$ cat config.mk
export PLATFORM = sky130hd
export DESIGN_NAME = jtopl_wrctl
export DESIGN_NICKNAME = d
export VERILOG_FILES = /design/src/rtl/jtopl_wrctl.sv
export SDC_FILE = /design/constraint.sdc
export NUM_CORES = 1
export LEC_CHECK = 0
export CORE_ASPECT_RATIO = 0.6
export CORE_MARGIN = 1.5
export CORE_UTILIZATION = 45
export CTS_BUF_LIST = sky130_fd_sc_hd__clkbuf_16
export DETAILED_ROUTE_END_ITERATION = 7
export PLACE_DENSITY_LB_ADDON = 0.12
export SETUP_SLACK_MARGIN = 0.15
export SYNTH_ARGS = -nofsm -noshare
export SYNTH_HDL_FRONTEND = slang
export SYNTH_SLANG_ARGS = --single-unit
export TNS_END_PERCENT = 30
$ cat constraint.sdc
create_clock -name clk -period 2.4 [get_ports clk]
set_input_delay 0.48 -clock clk [delete_from_list [all_inputs] [get_ports clk]]
set_output_delay 0.48 -clock clk [all_outputs]
set_load 0.01 [all_outputs]
$ cat src/rtl/jtopl_wrctl.sv
// jtopl_wrctl: CPU write controller for the OPL core.
// Decodes the OPL2 register map into operator/channel update strobes and holds
// each update for a full slot sweep. It also owns the rhythm, CSM/NTS and
// wave-enable global registers.
module jtopl_wrctl #(
  parameter int unsigned HOLD = 18
) (
  input  logic       clk,
  input  logic       rst,
  input  logic       cen,
  input  logic       cs_n,
  input  logic       wr_n,
  input  logic       addr,
  input  logic [7:0] din,
  output logic       busy,
  output logic       write,
  output logic [7:0] dout,
  output logic [1:0] sel_group,
  output logic [2:0] sel_sub,
  output logic       up_mult,
  output logic       up_ksl_tl,
  output logic       up_ar_dr,
  output logic       up_sl_rr,
  output logic       up_fnumlo,
  output logic       up_fnumhi,
  output logic       up_fbcon,
  output logic       rhy_en,
  output logic [4:0] rhy_kon,
  output logic       csm,
  output logic       nts,
  output logic       wave_en
);

  localparam int unsigned CW  = (HOLD > 1) ? $clog2(HOLD) : 1;
  localparam int unsigned NUP = 7;

  typedef enum logic {ST_IDLE, ST_HOLD} state_t;

  state_t         state;
  logic           acc_l;
  logic [7:0]     addr_q;
  logic [CW-1:0]  cnt;
  logic [NUP-1:0] up_q;

  logic           acc_c;
  logic           stb_c;
  logic           awr_c;
  logic           dwr_c;
  logic [4:0]     op_c;
  logic [3:0]     ch_c;
  logic           dec_ok_c;
  logic [NUP-1:0] dec_up_c;
  logic [1:0]     dec_grp_c;
  logic [2:0]     dec_sub_c;

  assign acc_c = !cs_n && !wr_n;
  assign stb_c = acc_c && !acc_l;
  assign awr_c = stb_c && !addr;
  assign dwr_c = stb_c && addr;
  assign op_c  = addr_q[4:0];
  assign ch_c  = addr_q[3:0];

  // Bit order: mult, ksl_tl, ar_dr, sl_rr, fnumlo, fnumhi, fbcon
  assign {up_fbcon, up_fnumhi, up_fnumlo, up_sl_rr, up_ar_dr, up_ksl_tl, up_mult} = up_q;

  // Access edge detector and address latch (address writes are taken even while busy)
  always_ff @(posedge clk) begin
    if (rst) begin
      acc_l  <= 1'b0;
      addr_q <= 8'd0;
    end else begin
      acc_l <= acc_c;
      if (awr_c) addr_q <= din;
    end
  end

  // Decode the latched address into an operator or channel target
  always_comb begin
    dec_ok_c  = 1'b0;
    dec_up_c  = '0;
    dec_grp_c = 2'd0;
    dec_sub_c = 3'd0;
    case (addr_q[7:4])
      4'h2, 4'h3, 4'h4, 4'h5, 4'h6, 4'h7, 4'h8, 4'h9: begin
        // Subslots 6/7 and offsets 0x16 and above are holes
        dec_ok_c  = (op_c[2:1] != 2'b11) && (op_c[4:3] != 2'b11);
        dec_grp_c = op_c[4:3];
        dec_sub_c = op_c[2:0];
        case (addr_q[7:5])
          3'd1:    dec_up_c = NUP'(7'b000_0001);
          3'd2:    dec_up_c = NUP'(7'b000_0010);
          3'd3:    dec_up_c = NUP'(7'b000_0100);
          default: dec_up_c = NUP'(7'b000_1000);
        endcase
      end
      4'hA, 4'hB, 4'hC: begin
        dec_ok_c  = (ch_c <= 4'd8);
        dec_grp_c = 2'(ch_c / 4'd3);
        dec_sub_c = 3'(ch_c % 4'd3);
        case (addr_q[5:4])
          2'd2:    dec_up_c = NUP'(7'b001_0000);
          2'd3:    dec_up_c = NUP'(7'b010_0000);
          default: dec_up_c = NUP'(7'b100_0000);
        endcase
      end
      default: ;
    endcase
  end

  // Update FSM: start a held operator/channel update, then count cen ticks down
  always_ff @(posedge clk) begin
    if (rst) begin
      state     <= ST_IDLE;
      cnt       <= '0;
      busy      <= 1'b0;
      write     <= 1'b0;
      dout      <= 8'd0;
      sel_group <= 2'd0;
      sel_sub   <= 3'd0;
      up_q      <= '0;
    end else begin
      write <= 1'b0;
      case (state)
        ST_IDLE: begin
          if (dwr_c && dec_ok_c) begin
            dout      <= din;
            sel_group <= dec_grp_c;
            sel_sub   <= dec_sub_c;
            up_q      <= dec_up_c;
            write     <= 1'b1;
            busy      <= 1'b1;
            cnt       <= CW'(HOLD - 1);
            state     <= ST_HOLD;
          end
        end
        ST_HOLD: begin
          if (cen) begin
            if (cnt == '0) begin
              up_q  <= '0;
              busy  <= 1'b0;
              state <= ST_IDLE;
            end else begin
              cnt <= cnt - CW'(1);
            end
          end
        end
        default: state <= ST_IDLE;
      endcase
    end
  end

  // Global registers: written directly, no hold and no write pulse
  always_ff @(posedge clk) begin
    if (rst) begin
      rhy_en  <= 1'b0;
      rhy_kon <= 5'd0;
      csm     <= 1'b0;
      nts     <= 1'b0;
      wave_en <= 1'b0;
    end else if (dwr_c && state == ST_IDLE) begin
      case (addr_q)
        8'hBD: begin
          rhy_en  <= din[5];
          rhy_kon <= din[4:0];
        end
        8'h08: begin
          csm <= din[7];
          nts <= din[6];
        end
        8'h01: wave_en <= din[5];
        default: ;
      endcase
    end
  end

endmodule

## Yosys cells after proc, flatten, opt, wreduce, memory -nomap -nowiden

Index checks and enable logic that the tools add are counted.

| word-level totals | value |
|---|---|
| logic and storage cells | 88 |
| bits in registers | 46 |
| output and inout port bits | 31 |

| operators by class | value |
|---|---|
| eq/ne operators | 25 |
| multiplexer cells | 22 |
| div/mod/pow operators | 2 |
| reductions and logical operators | 21 |
| bitwise gates (word level) | 1 |
| add/sub/neg operators | 1 |
| magnitude comparators | 1 |

Operators by type and width:

| cell | number |
|---|---|
| $pmux 7 s2 | 3 |
| $mux 7 | 3 |
| $eq 4x4->1 const B | 5 |
| $eq 4x3->1 const B | 4 |
| $mux 5 | 3 |
| $pmux 4 s3 | 1 |
| $ne 2x2->1 const B | 5 |
| $pmux 5 s2 | 1 |
| $eq 4x2->1 const B | 2 |
| $eq 8x1->1 const B | 1 |
| $eq 8x4->1 const B | 1 |
| $eq 8x8->1 const B | 1 |
| $reduce_and 2->1 | 4 |
| $reduce_or 8->1 | 1 |
| $logic_and 1x1->1 | 7 |
| $eq 3x2->1 const B | 2 |
| $mux 1 | 6 |
| $pmux 1 s2 | 3 |
| $pmux 3 s2 | 1 |
| $reduce_and 3->1 | 2 |
| $logic_not 5->1 | 1 |
| $sub 5x1->5 const B | 1 |
| $div 4x2->4 const B | 1 |
| $eq 2x2->1 const B | 2 |
| 9 further kinds | 12 |

## Logic depth before layout (Yosys ltp)

| depth | value |
|---|---|
| word-level depth | 7 |
| depth in mapped cells | 14 |
| depth with buffers taken out | 12 |

## Worst setup path before layout

Ideal clock, no wire load.

| timing | value |
|---|---|
| kind | flip-flop to flip-flop |
| start | register addr_q[3] |
| end | register sel_sub[0] |
| clock period less this slack | 2.489 ns |
| arrival time | 2.397 ns |
| setup slack | -0.089 ns |
| buffers on the path | 2 |
| data required time | 2.308 ns |
| stages on the path, launching flop included | 13 |
| path through | dfxtp_1 -> clkbuf_1 -> nand2b_1 -> inv_1 -> ha_1 -> inv_1 -> ha_1 -> buf_1 -> o21ai_0 -> ha_1 -> a211o_1 -> o211a_1 -> o32ai_1 |

| on the way | value |
|---|---|
| cells in the longest elaborated chain, start to end | 5 |
| elaborated cells between the ends (all ways) | 8 |
| those cells by class | div: 1; order compare: 1; eq/ne: 1; mux: 2; reduce/logical: 3 |

RTL lines:

| what | line | RTL |
|---|---|---|
| from (decl) | 41 | `logic [7:0] addr_q;` |
| from (signal assigned) | 73 | `if (awr_c) addr_q <= din;` |
| parallel branches: the longest is 5 deep, another holds $mod 4x2->4 | - |  |
| to (signal assigned) | 128 | `sel_sub <= dec_sub_c;` |
| to (decl) | 19 | `output logic [2:0] sel_sub,` |

Parallel ways; which one is timed is not known.
A chain may end at the register's enable or synchronous reset.

## Worst setup path after layout

| timing | value |
|---|---|
| start | register addr_q[5] |
| end | register wave_en |

| on the way | value |
|---|---|
| cells in the longest elaborated chain, start to end | 2 |

RTL lines:

| what | line | RTL |
|---|---|---|
| $eq 8x1->1 | 161 | `case (addr_q)` |
| $reduce_and 2->1 (no line) | - |  |
| to (signal assigned) | 170 | `8'h01: wave_en <= din[5];` |
| to (decl) | 31 | `output logic wave_en` |

No other way between the ends.

==> run_results.csv <==
group,metric,value,unit
sta,rsz0062_at_grt,"true",
synth,syn_avg_cell_area,8.685,um^2
setup_path,crit-reg2reg-launch,"addr_q[5]",
floorplan,die_y,55.72,um
setup_path,worstPathMaxFanout,7,
floorplan,core_area,0.004279,mm^2
floorplan,initial_core_util,0.4871,
detailed_routing,ant_nets,0,
clock_network,cts_tree,"yes",
global_route,antenna_found_initial,0,
synth,yosys.area.top_type,"dfxtp_1",
sta,skew,0.005237,ns
layout,multi_input_area,0.001126,mm^2
layout,num-fill-cells,357,
sta,hold_viol_final,0,
synth,synthTopCellsByArea,"dfxtp_1 (44%), mux2i_1 (8.2%), nand2_1 (5.2%)",
detailed_routing,routedWlPerCell,14.20,um
detailed_routing,top_layer,"met4",
detailed_routing,wl,5170,um
sta,fin_setup_tns,0,ns
pwr,leakagePower,1.104,nW
floorplan,rows,18,
layout,drive_above_1_share,0.1711,
place,gp_congestion,0.8203,
pwr,combPwrFrac,0.090,
clock_network,clock_latency,0.28,ns
hold_path,min_to,"busy",
clock_network,numCtsBuffers,5,
layout,ff_latch_area,922.1,um^2
sta,timing.fmax,0.4521,GHz
layout,synthToLayoutAreaGrowth,40.46,%
synth,synthCells,240,
global_route,grt_start_max_net_pins,23,
place,dp_hpwl,3676,um
pwr,peakVddDrop,0.0004178,V
detailed_routing,drc_errors,0,
pwr,power_density,541.3,mW/mm^2
sta,fin_crit_sh,0.9216,
setup_path,path_class,"reg -> reg",
pwr,p_seq_frac,0.493,
synth,yosysMostFrequentCell,"dfxtp_1",
synth,synth_edf_count,0,
clock_network,cts_sinks,46,
detailed_routing,viasPerCell,5.360,
layout,nNetsFinal,322,
hold_path,hold_path_class,"reg -> reg",
setup_path,end_kind,"flop",
global_route,track_usage,0.2100,
sta,tightest_slew,0.5887,ns
synth,ys_seq_elements,46,
clock_network,htreeDepth,2,
setup_path,reg2reg_slack,0.19,ns
global_route,gr-total-overflow,0,
floorplan,fp.dieW,90.87,um
synth,ys.flop_type,"dfxtp_1",
setup_path,cp_data_required_time,2.57,ns
detailed_routing,routed-wl-met2,2220,um
clock_network,path_clk_slew,0.06,ns
synth,async_flop_share,0,
pwr,swShare,0.2270,
place,place_ws,-0.3489,ns
synth,ys_types,47,
synth,synth_nets,259,
sta,drv_slew,0,
setup_path,r2r.worst_path.cells,5,
pwr,clock_power_share,0.417,
run,maxCapViolations,0,
synth,synth_top_area_share,0.4418,
floorplan,io_pins,45,
setup_path,timing.rr.end,"wave_en",
sta,final-setup-viol-count,0,
sta,holdWs,0.4490,ns
detailed_routing,wl_met1,2743,um
sta,layout_setup_ws,0.1882,ns
sta,maxSlewHeadroom,0.6020,
hold_path,min_from,"busy",
outcome,status,"finished, final reports clean",
clock_network,root_buffer,"clkbuf_16",
setup_path,start_kind,"flop",
synth,synth_common_cells,"dfxtp_1 (46), nand2_1 (29), nor2_1 (25)",
synth,yosysSeqAreaShare,0.4418,
detailed_routing,vias,1951,
layout,post-route-util,0.6842,
layout,diodes,0,
synth,synth-warning-count,0,
floorplan,die-area,0.005063,mm^2
detailed_routing,drt_iter0_drc,100,
detailed_routing,dr.pass1.iters,4,
hold_path,holdPathStages,2,
global_route,first_global_vias,1832,
pwr,p_int,1.225,mW
setup_path,crit_arrival,2.38,ns
global_route,grt_pass1_wl,8549,um
sta,min_period,2.212,ns
synth,syn_area,0.002084,mm^2
place,port_buffers,44,
detailed_routing,route.met3.wl,181,um
clock_network,cts_buffer_depth,2,
pwr,p_sw,0.3597,mW
==> registers in the layout (all words and copies together) (netlist names), 2 cells and up <==
name       cells
cnt            5
sel_sub        3
rhy_kon        5
sel_group      2
addr_q         8
dout           8
up_q           7
==> worst max-delay path by stage <==
stage / end / slack (ns) / startpoint
after detailed placement: wave_en / -0.35 / wr_n
final: wave_en / 0.19 / addr_q[5]
after global routing: up_q[1] / 0.11 / addr_q[6]
after floorplan: wave_en / 0.06 / wr_n
after global placement: wave_en / -0.33 / wr_n
after CTS: sel_sub[0] / 0.13 / addr_q[2]
==> power by group through the flow <==
| stage | Sequential, mW | Clock (mW) | Combinational (mW) |
|---|---|---|---|
| floorplan | 0.797 | 0 | 0.0662 |
| global placement | 0.797 | 0 | 0.130 |
| detailed placement | 0.797 | 0 | 0.132 |
| CTS | 0.780 | 0.672 | 0.134 |
| global route | 0.782 | 0.712 | 0.155 |
| finish | 0.781 | 0.661 | 0.143 |
==> per-layer routing <==
metal	vias to the layer above	track usage
li1	979	-
met1	929	0.3087
met2	39	0.3169
met3	4	0.04508
met4	0	0.04018
met5	-	0
==> repair_timing <==
action	4_1_cts	5_1_grt
gates resized for setup	13	6
hold buffers	0	0
gates cloned	0	0
buffers inserted	1	3
setup endpoints to repair	6	5
pin swaps	4	5
==> critical path: stages (launching register included) <==
cell and delay [ns]:
dfxtp_1 0.36, or4_1 0.49, or4_4 0.50, or4b_4 0.55, mux2i_1 0.15, nor2_1 0.06
==> stage by stage <==
step           instances  power (mW)  area, um^2
2_1_floorplan        240      0.8631        2088
3_3_place_gp         352      0.9273        2715
3_5_place_dp         352      0.9293        2715
4_1_cts              361       1.586        2868
5_1_grt              364       1.649        2928
6_report             364       1.585        2928
==> final cells by class <==
cell class,count,share of cell area
clock inverter,3,0.005983
timing repair buffer,71,0.2158
tap,60,0.02564
multi-input combinational,171,0.3846
clock buffer,5,0.04274
inverter,8,0.01026
sequential,46,0.3150
==> cells in the final DEF, fill, tap and decap left out, types with 7 or more instances in the layout <==
cell and instances:
mux2i_1 17, nor2_1 25, nand2_1 29, clkdlybuf4s50_1 41
a21oi_1 16, nand3_1 10, inv_1 9, o21ai_0 7
dfxtp_1 45, buf_4 27
==> kinds of logic (layout without fill, tap and decap cells) <==
family | count (synthesis) | after routing | share of synthesized area
xor gates and xnor gates | 3 | 3 | 0.01261
AOI/OAI and AO/OA | 46 | 46 | 0.1423
muxes | 17 | 17 | 0.08163
DFF | 46 | 46 | 0.4418
adders and majority gates | 5 | 5 | 0.03001
buffers and inverters | 23 | 87 | 0.04201
and+or+nand+nor | 100 | 100 | 0.2497
No activity file was read; power rests on OpenSTA's default activity.
